==> config.mk <==
export PLATFORM = sky130hd
export DESIGN_NAME = cdl_lock_ctrl_flat
export DESIGN_NICKNAME = d
export VERILOG_FILES = /design/src/rtl/cdl_lock_ctrl_if.sv /design/src/rtl/cdl_lock_ctrl.sv /design/src/flat_wrapper.sv
export SDC_FILE = /design/constraint.sdc
export NUM_CORES = 1
export LEC_CHECK = 0
export CORE_ASPECT_RATIO = 1.2
export CORE_UTILIZATION = 30
export DETAILED_ROUTE_END_ITERATION = 16
export PLACE_DENSITY_LB_ADDON = 0.3
export SLEW_MARGIN = 10
export SYNTH_ARGS = -nofsm -noshare
export SYNTH_HDL_FRONTEND = slang
export SYNTH_SLANG_ARGS = --single-unit
==> constraint.sdc <==
create_clock -name clk -period 3.6 [get_ports clk]
set_clock_uncertainty 0.2 [all_clocks]
set_input_delay 0.72 -clock clk [delete_from_list [all_inputs] [get_ports clk]]
set_output_delay 0.72 -clock clk [all_outputs]
set_load 0.03 [all_outputs]
==> src/rtl/cdl_lock_ctrl_if.sv <==
// Control and status bundle between the coarse delay-line lock controller and its environment.
interface cdl_lock_ctrl_if;
    logic        en;
    logic        pd_up;
    logic        pd_dn;
    logic        fine_up;
    logic        fine_dn;
    logic [15:0] T;
    logic [15:0] Tb;
    logic [3:0]  sel;
    logic        locked;
    logic        busy;
    logic        sat;

    modport master (
        output en, pd_up, pd_dn, fine_up, fine_dn,
        input  T, Tb, sel, locked, busy, sat
    );

    modport slave (
        input  en, pd_up, pd_dn, fine_up, fine_dn,
        output T, Tb, sel, locked, busy, sat
    );
endinterface

==> src/rtl/cdl_lock_ctrl.sv <==
// Coarse delay-line lock controller: walks a 16-stage thermometer code from phase-detector
// decisions until the direction keeps reversing, then tracks fine-line overflow/underflow.
module cdl_lock_ctrl #(
    parameter int unsigned SETTLE_CYC = 4,
    parameter int unsigned LOCK_CNT   = 6
) (
    input logic           clk,
    input logic           rst,
    cdl_lock_ctrl_if.slave bus
);
    localparam int unsigned STAGES = 16;
    localparam logic [3:0]  SETTLE_LOAD = 4'(SETTLE_CYC - 1);
    localparam logic [3:0]  LOCK_TGT    = 4'(LOCK_CNT);
    localparam logic [3:0]  SEL_MAX     = 4'(STAGES - 1);

    typedef enum logic [2:0] {IDLE, SETTLE, SAMPLE, LOCKED, HOLD} state_t;

    state_t      state;
    logic [3:0]  sel_q;
    logic [3:0]  cnt_q;
    logic [3:0]  rev_q;
    logic        dir_up_q;
    logic        have_dir_q;
    logic [15:0] t_q;
    logic [15:0] tb_q;
    logic        locked_q;
    logic        busy_q;
    logic        sat_q;

    logic        req_up_c;
    logic        req_dn_c;
    logic        blocked_c;
    logic        moved_c;
    logic [3:0]  sel_step_c;
    logic [3:0]  rev_next_c;

    function automatic logic [15:0] therm(input logic [3:0] s);
        logic [15:0] t;
        for (int i = 0; i < 16; i++) t[i] = (4'(i) < s);
        return t;
    endfunction

    // Step request: phase detector while sampling, fine-line carry while locked.
    always_comb begin
        req_up_c = 1'b0;
        req_dn_c = 1'b0;
        if (state == SAMPLE) begin
            req_up_c = bus.pd_up & ~bus.pd_dn;
            req_dn_c = bus.pd_dn & ~bus.pd_up;
        end else if (state == LOCKED) begin
            req_up_c = bus.fine_up & ~bus.fine_dn;
            req_dn_c = bus.fine_dn & ~bus.fine_up;
        end
        blocked_c  = (req_up_c && sel_q == SEL_MAX) || (req_dn_c && sel_q == 4'd0);
        moved_c    = (req_up_c | req_dn_c) & ~blocked_c;
        sel_step_c = req_up_c ? sel_q + 4'd1 : sel_q - 4'd1;
        rev_next_c = 4'd0;
        if (moved_c && have_dir_q && (dir_up_q != req_up_c)) rev_next_c = rev_q + 4'd1;
    end

    always_ff @(posedge clk or posedge rst) begin
        if (rst) begin
            state      <= IDLE;
            sel_q      <= 4'd0;
            cnt_q      <= 4'd0;
            rev_q      <= 4'd0;
            dir_up_q   <= 1'b0;
            have_dir_q <= 1'b0;
            t_q        <= 16'h0000;
            tb_q       <= 16'hFFFF;
            locked_q   <= 1'b0;
            busy_q     <= 1'b0;
            sat_q      <= 1'b0;
        end else if (!bus.en) begin
            // Drop back to idle but keep the code so re-acquisition resumes from here.
            state      <= IDLE;
            cnt_q      <= 4'd0;
            rev_q      <= 4'd0;
            have_dir_q <= 1'b0;
            locked_q   <= 1'b0;
            busy_q     <= 1'b0;
            sat_q      <= 1'b0;
        end else begin
            if (moved_c) begin
                sel_q <= sel_step_c;
                t_q   <= therm(sel_step_c);
                tb_q  <= ~therm(sel_step_c);
                sat_q <= 1'b0;
            end else if (blocked_c) begin
                sat_q <= 1'b1;
            end
            case (state)
                IDLE: begin
                    state      <= SETTLE;
                    cnt_q      <= SETTLE_LOAD;
                    have_dir_q <= 1'b0;
                    rev_q      <= 4'd0;
                    busy_q     <= 1'b1;
                end
                SETTLE: begin
                    if (cnt_q == 4'd0) state <= SAMPLE;
                    else               cnt_q <= cnt_q - 4'd1;
                end
                SAMPLE: begin
                    rev_q <= rev_next_c;
                    if (moved_c) begin
                        dir_up_q   <= req_up_c;
                        have_dir_q <= 1'b1;
                    end
                    if (rev_next_c == LOCK_TGT) begin
                        state    <= LOCKED;
                        locked_q <= 1'b1;
                        busy_q   <= 1'b0;
                    end else begin
                        state <= SETTLE;
                        cnt_q <= SETTLE_LOAD;
                    end
                end
                LOCKED: begin
                    if (moved_c) begin
                        state  <= HOLD;
                        cnt_q  <= SETTLE_LOAD;
                        busy_q <= 1'b1;
                    end
                end
                HOLD: begin
                    if (cnt_q == 4'd0) begin
                        state  <= LOCKED;
                        busy_q <= 1'b0;
                    end else begin
                        cnt_q <= cnt_q - 4'd1;
                    end
                end
                default: state <= IDLE;
            endcase
        end
    end

    assign bus.T      = t_q;
    assign bus.Tb     = tb_q;
    assign bus.sel    = sel_q;
    assign bus.locked = locked_q;
    assign bus.busy   = busy_q;
    assign bus.sat    = sat_q;
endmodule

==> src/flat_wrapper.sv <==
// flat-port wrapper written by rule: the top's interface ports become plain ports
module cdl_lock_ctrl_flat 
#(
    parameter int unsigned SETTLE_CYC = 4,
    parameter int unsigned LOCK_CNT   = 6
)
  (clk, rst, bus_en, bus_pd_up, bus_pd_dn, bus_fine_up, bus_fine_dn, bus_T, bus_Tb, bus_sel, bus_locked, bus_busy, bus_sat);
  cdl_lock_ctrl_if bus_i ();
  input logic clk;
  input logic rst;
  input wire logic [$bits(bus_i.en)-1:0] bus_en;
  input wire logic [$bits(bus_i.pd_up)-1:0] bus_pd_up;
  input wire logic [$bits(bus_i.pd_dn)-1:0] bus_pd_dn;
  input wire logic [$bits(bus_i.fine_up)-1:0] bus_fine_up;
  input wire logic [$bits(bus_i.fine_dn)-1:0] bus_fine_dn;
  output wire logic [$bits(bus_i.T)-1:0] bus_T;
  output wire logic [$bits(bus_i.Tb)-1:0] bus_Tb;
  output wire logic [$bits(bus_i.sel)-1:0] bus_sel;
  output wire logic [$bits(bus_i.locked)-1:0] bus_locked;
  output wire logic [$bits(bus_i.busy)-1:0] bus_busy;
  output wire logic [$bits(bus_i.sat)-1:0] bus_sat;
  assign bus_i.en = bus_en;
  assign bus_i.pd_up = bus_pd_up;
  assign bus_i.pd_dn = bus_pd_dn;
  assign bus_i.fine_up = bus_fine_up;
  assign bus_i.fine_dn = bus_fine_dn;
  assign bus_T = bus_i.T;
  assign bus_Tb = bus_i.Tb;
  assign bus_sel = bus_i.sel;
  assign bus_locked = bus_i.locked;
  assign bus_busy = bus_i.busy;
  assign bus_sat = bus_i.sat;
  cdl_lock_ctrl #(.SETTLE_CYC(SETTLE_CYC), .LOCK_CNT(LOCK_CNT)) u_core (.clk(clk), .rst(rst), .bus(bus_i));
endmodule
==> Yosys cells after proc, flatten, opt, wreduce, memory -nomap -nowiden <==
Index checks and enable logic that the tools add are counted.
{ "word_totals": {"ff_bits": 52, "latchBits": 0, "mem_bits_rw": 0, "rom_bits": 0, "output_inout_bits": 39, "elab_cells": 111, "mem_count": 0} }
{ "classes": {"n_addsub": 4, "mul": 0, "div": 0, "magnitude_cmp": 16, "n_eq_ne": 20, "shift": 0, "n_mux": 32, "bitwise_logic": 12, "n_reduce_logical": 16} }
{ "ops": {"columns": ["cell", "count"], "rows": [
  ["$lt 4x4->1 const A", 8],
  ["$mux 4", 7],
  ["$lt 3x4->1 const A", 4],
  ["$not 16->16", 1],
  ["$pmux 4 s4", 1],
  ["$mux 1", 15],
  ["$pmux 3 s5", 1],
  ["$mux 3", 4],
  ["$ne 3x2->1 const B", 4],
  ["$ne 3x3->1 const B", 3],
  ["$add 4x1->4 const B", 2],
  ["$logic_not 4->1", 2],
  ["$lt 1x4->1 const A", 2],
  ["$lt 2x4->1 const A", 2],
  ["$pmux 4 s2", 1],
  ["$reduce_and 4->1", 2],
  ["$sub 4x1->4 const B", 2],
  ["$eq 3x2->1 const B", 2],
  ["$ne 3x1->1 const B", 2],
  ["$reduce_and 2->1", 3],
  ["$reduce_and 3->1", 2],
  ["$and 1x1->1", 5],
  ["$ne 5x1->1 const B", 1],
  ["$ne 5x2->1 const B", 1],
  ["15 further kinds", 23]
]} }

==> Logic depth before layout (Yosys ltp) <==
{ "depth": {"depth_word": 15, "depth_mapped": 10, "mapped_depth_nobuf": 9} }

==> Worst setup path after synthesis <==
No wires, ideal clock.
{ "synth_timing": {"path_kind": "input to register", "start": "input bus_pd_dn", "end": "register u_core.tb_q[4], in the netlist u_core.bus.Tb[4]", "setup_time_ps": 79, "arrival_ps": 2848, "required_ps": 3321, "setup_slack_ps": 472, "cell_stages": 9, "cell_sequence": "or3b_1 a21o_4 xor2_1 ha_1 nor2_1 mux2i_4 xnor2_1 or2b_1 a22o_1"} }
{ "synth_via": {"elab_chain_cells": 8, "word_cells_on_any_way": 15, "cone_classes": "1 x order compare; 3 x mux; 7 x bitwise; 4 x reduce/logical"} }
{ "synth_rtl": {"columns": ["item", "line", "text"], "rows": [
  ["start: declaration", "flat_wrapper.sv:13", "input wire logic [$bits(bus_i.pd_dn)-1:0] bus_pd_dn;"],
  ["parallel branches: the longest is 8 deep, another holds $lt 3x4->1", null, null],
  ["end signal: assignment", "cdl_lock_ctrl.sv:87", "tb_q <= ~therm(sel_step_c);"],
  ["end: declaration", "cdl_lock_ctrl.sv:25", "logic [15:0] tb_q;"]
]} }
Several ways; the timed one is not identified.
A chain may end at the register's enable or synchronous reset.

==> Worst setup path in the final report <==
{ "layout_timing": {"start": "input bus_pd_up", "end": "register u_core.tb_q[4], in the netlist u_core.bus.Tb[4]"} }
{ "layout_via": {"elab_chain_cells": 8, "word_cells_on_any_way": 15, "cone_classes": "1 x order compare; 3 x mux; 7 x bitwise; 4 x reduce/logical"} }
{ "layout_rtl": {"columns": ["item", "line", "text"], "rows": [
  ["start: declaration", "flat_wrapper.sv:12", "input wire logic [$bits(bus_i.pd_up)-1:0] bus_pd_up;"],
  ["parallel branches: the longest is 8 deep, another holds $lt 3x4->1", null, null]
]} }
Several ways; the timed one is not identified.

==> impl_metrics.env <==
export IMPL_final_nets=306
export IMPL_cts_made_buffers=5
export IMPL_clockRootBuffer="clkbuf_8"
export IMPL_switching_share_pct=43.09
export IMPL_vdd_drop_max_mv=0.5448
export IMPL_intPower_mw=1.533
export IMPL_place_area_sq_um=3065
export IMPL_grt_pass1_vias=1852
export IMPL_synthArstFlopShare_pct=100.0
export IMPL_synthMuxAreaShare_pct=2.265
export IMPL_grtUsageTotal_pct=13.65
export IMPL_fin_cells=389
export IMPL_drt_pass1_iter_count=6
export IMPL_yosysMostFrequentCell="dfrtp_1"
export IMPL_num_rows=36
export IMPL_numClockSinks=49
export IMPL_path_cells="clkdlybuf4s50_1 > or3b_1 > a21o_4 > xor2_1 > ha_1 > nor2_1 > mux2i_4 > xnor2_1 > or2b_1 > a22o_1"
export IMPL_powerDensity_nw_per_um2=850.8
export IMPL_cp_data_arrival_time_ns=3.39
export IMPL_final_hold_viol_count=0
export IMPL_synth_top_area_cell="dfrtp_1"
export IMPL_clk_path_buf_depth=2
export IMPL_setup_violations=0
export IMPL_via_per_inst=4.985
export IMPL_use_met2_pct=23.76
export IMPL_fp_dieH_um=101.7
export IMPL_cts_tree="yes"
export IMPL_cp_start_kind="primary input"
export IMPL_grt_overflow=0
export IMPL_cts_hold_buf=0
export IMPL_drive_gt1_share_pct=17.35
export IMPL_ys_seq_elements=49
export IMPL_stdcell_area_sq_um=3166
export IMPL_wire_per_inst_um=14.47
export IMPL_synth_commonest_cells="34 x dfrtp_1, 31 x nand2_1, 21 x nor2_1"
export IMPL_maxCapViolCount=0
export IMPL_ys_seq_area_share_pct=50.08
export IMPL_critPathCaptureType="flop"
export IMPL_gp_congestion=0.7523
export IMPL_grtUsageMet1_pct=16.61
export IMPL_power_switching_mw=1.161
export IMPL_period_share_pct=93.37
export IMPL_critical_path_class="primary input to flop"
export IMPL_cts_max_level=2
export IMPL_die_w_um=85.10
export IMPL_num_fill_cells=803
export IMPL_rsz0062_at_grt="false"
export IMPL_areaGrowthSynthToFinish_pct=27.33
export IMPL_synth_cells=241
export IMPL_combPwrFrac_pct=51.4
export IMPL_yosysWarnings=0
export IMPL_ioPinCount=46
export IMPL_status="complete, no violations"
export IMPL_routed_wirelength_um=5629
export IMPL_maxSlewHeadroom_pct=61.05
export IMPL_seq_power_share_pct=35.3
export IMPL_cts_setup_buffers=0
export IMPL_p_leak_nw=1.304
export IMPL_ys_flop_type="dfrtp_1"
export IMPL_vias=1939
export IMPL_die_area_sq_um=8656
export IMPL_busiest_layer="met2"
export IMPL_dp_cells=381
export IMPL_grt_pass1_wl_um=9321
export IMPL_synthAdderAreaFrac_pct=3.020
export IMPL_avgSynthCellArea_sq_um=10.32
export IMPL_start_util_pct=30.83
export IMPL_finalCriticalPeriod_ns=3.361
export IMPL_core_sq_um=8063
export IMPL_required_ns=3.63
export IMPL_hp_class="flop to flop"
export IMPL_use_met3_pct=3.586
export IMPL_syn_num_nets=254
export IMPL_antenna_diode_count=0
export IMPL_clock_power_share_pct=13.3
export IMPL_grt_max_degree=26
export IMPL_synthSimpleGateAreaFrac_pct=18.37
export IMPL_drc=0
export IMPL_place_hpwl_um=4118
export IMPL_synth_edf_count=0
export IMPL_critPathMaxStageDelay_ns=0.47
export IMPL_synth_area_top_cells="dfrtp_1 34%, dfstp_2 16%, nand2_1 4.7%, a22o_1 3.5%, nor2_1 3.2%"
export IMPL_yosysTopAreaCellShare_pct=34.22
export IMPL_antenna_found_initial=0
export IMPL_synthXorXnorAreaFrac_pct=3.473
export IMPL_synth_distinct_cells=57
export IMPL_synth_top_family_by_area="simple AND/OR/NAND/NOR gates"
export IMPL_io_buffers=43
export IMPL_clkSlewWorstSetupHoldPaths_ns=0.09
export IMPL_cp_slowest_cell="clkdlybuf4s50_1"
export IMPL_drtIter0Drc=117
export IMPL_timing_setup_tns_ns=0
export IMPL_slew_violations=0
export IMPL_post_cts_resized=0
export IMPL_path_max_fanout=6
export IMPL_drtAntennaViolNets=0
export IMPL_fmax_mhz=297.5
export IMPL_syn_area_sq_um=2486
export IMPL_synth_compound_area_share_pct=18.12
export IMPL_worst_slew_pin_transition_ns=0.5789
export IMPL_clk_latency_ns=0.30
-- layout make-up --
class                           instances  area, sq um  area share [%]
Sequential cell                        49         1245           39.33
Multi-Input combinational cell        172         1132           35.77
Timing Repair Buffer                   58        543.0           17.15
Tap cell                               95        118.9           3.755
Clock buffer                            6        82.58           2.609
Inverter                                7        26.28          0.8300
Clock inverter                          2        17.52          0.5534
-- cell families after synthesis --
group,count (synthesis)
xor gates and xnor gates,9
muxes,4
other,2
and+or+nand+nor,88
adders and majority gates,6
AOI/OAI and AO/OA,63
DFF,49
buffers and inverters,20
-- sequential cells by signal, indices dropped and copies added (netlist names) --
name / count
u_core.have_dir_q: 1
u_core.bus.busy: 1
u_core.cnt_q: 4
u_core.bus.locked: 1
u_core.bus.sel: 3
u_core.state: 3
u_core.bus.Tb: 15
u_core.rev_q: 4
u_core.bus.sat: 1
u_core.dir_up_q: 1
u_core.bus.T: 15
-- final timing paths --
check | startpoint | end | slack [ns] | cells past startpoint
max in group asynchronous | rst | u_core.bus.Tb[14]$_DFFE_PP1P_ | 1.97 | 3
max | bus_pd_up | u_core.bus.Tb[4]$_DFFE_PP1P_ | 0.24 | 10
max reg2reg | u_core.state[0]$_DFFE_PP0P_ | u_core.bus.Tb[4]$_DFFE_PP1P_ | 0.70 | 9
min | u_core.bus.locked$_DFFE_PP0P_ | u_core.bus.locked$_DFFE_PP0P_ | 0.30 | 2
min in group asynchronous | rst | u_core.bus.T[0]$_DFFE_PP0P_ | 0.57 | 2
min reg2reg | u_core.bus.locked$_DFFE_PP0P_ | u_core.bus.locked$_DFFE_PP0P_ | 0.30 | 2
-- worst max-delay path: cells and delay by family --
family | cells | cell delay, ns
xor+xnor | 2 | 0.62
compound gates | 2 | 0.42
fa+ha+maj | 1 | 0.21
buf+inv | 1 | 0.47
mux | 1 | 0.10
simple gates | 3 | 0.85
-- per-layer routing --
layer  vias to the layer above  routed length (um)
met3                         6                 273
met1                       954                2509
li1                        943                   -
met4                         0                  53
met2                        36                2792
met5                         -                   0
-- stage by stage --
stage | power, mW | setup WS (ns) | hold slack, ns | utilization [%]
floorplan | 1.838 | 0.4723 | 0.3069 | -
global placement | 2.349 | -0.08292 | 0.2746 | 38.02
detailed placement | 2.351 | -0.08528 | 0.2750 | 38.02
CTS | 2.724 | 0.2326 | 0.3046 | 39.26
global route | 2.865 | 0.09629 | 0.3199 | 39.26
finish | 2.693 | 0.2385 | 0.2992 | 39.26
-- placed cells by master, fill, tap and decap left out, drive strengths merged, types with 5 or more instances in the layout --
master | Yosys | routed
dfrtp | 34 | 34
o21ai | 14 | 14
nor2 | 21 | 21
dfstp | 15 | 15
clkbuf | 4 | 6
inv | 7 | 8
nand2b | 5 | 5
clkdlybuf4s50 | 0 | 43
a21oi | 15 | 15
nand2 | 31 | 31
ha | 6 | 6
a22o | 10 | 10
xor2 | 5 | 5
buf | 9 | 15
-- power by group through the flow --
stage                     combinational, mW  sequential, mW  clock, mW
after detailed placement               1.40           0.954          0
after global placement                 1.39           0.959          0
after CTS                              1.40           0.951      0.370
after floorplan                       0.590            1.25          0
after global routing                   1.50           0.979      0.388
final                                  1.39           0.951      0.357
Note: power is estimated with default switching activity, not from simulation.
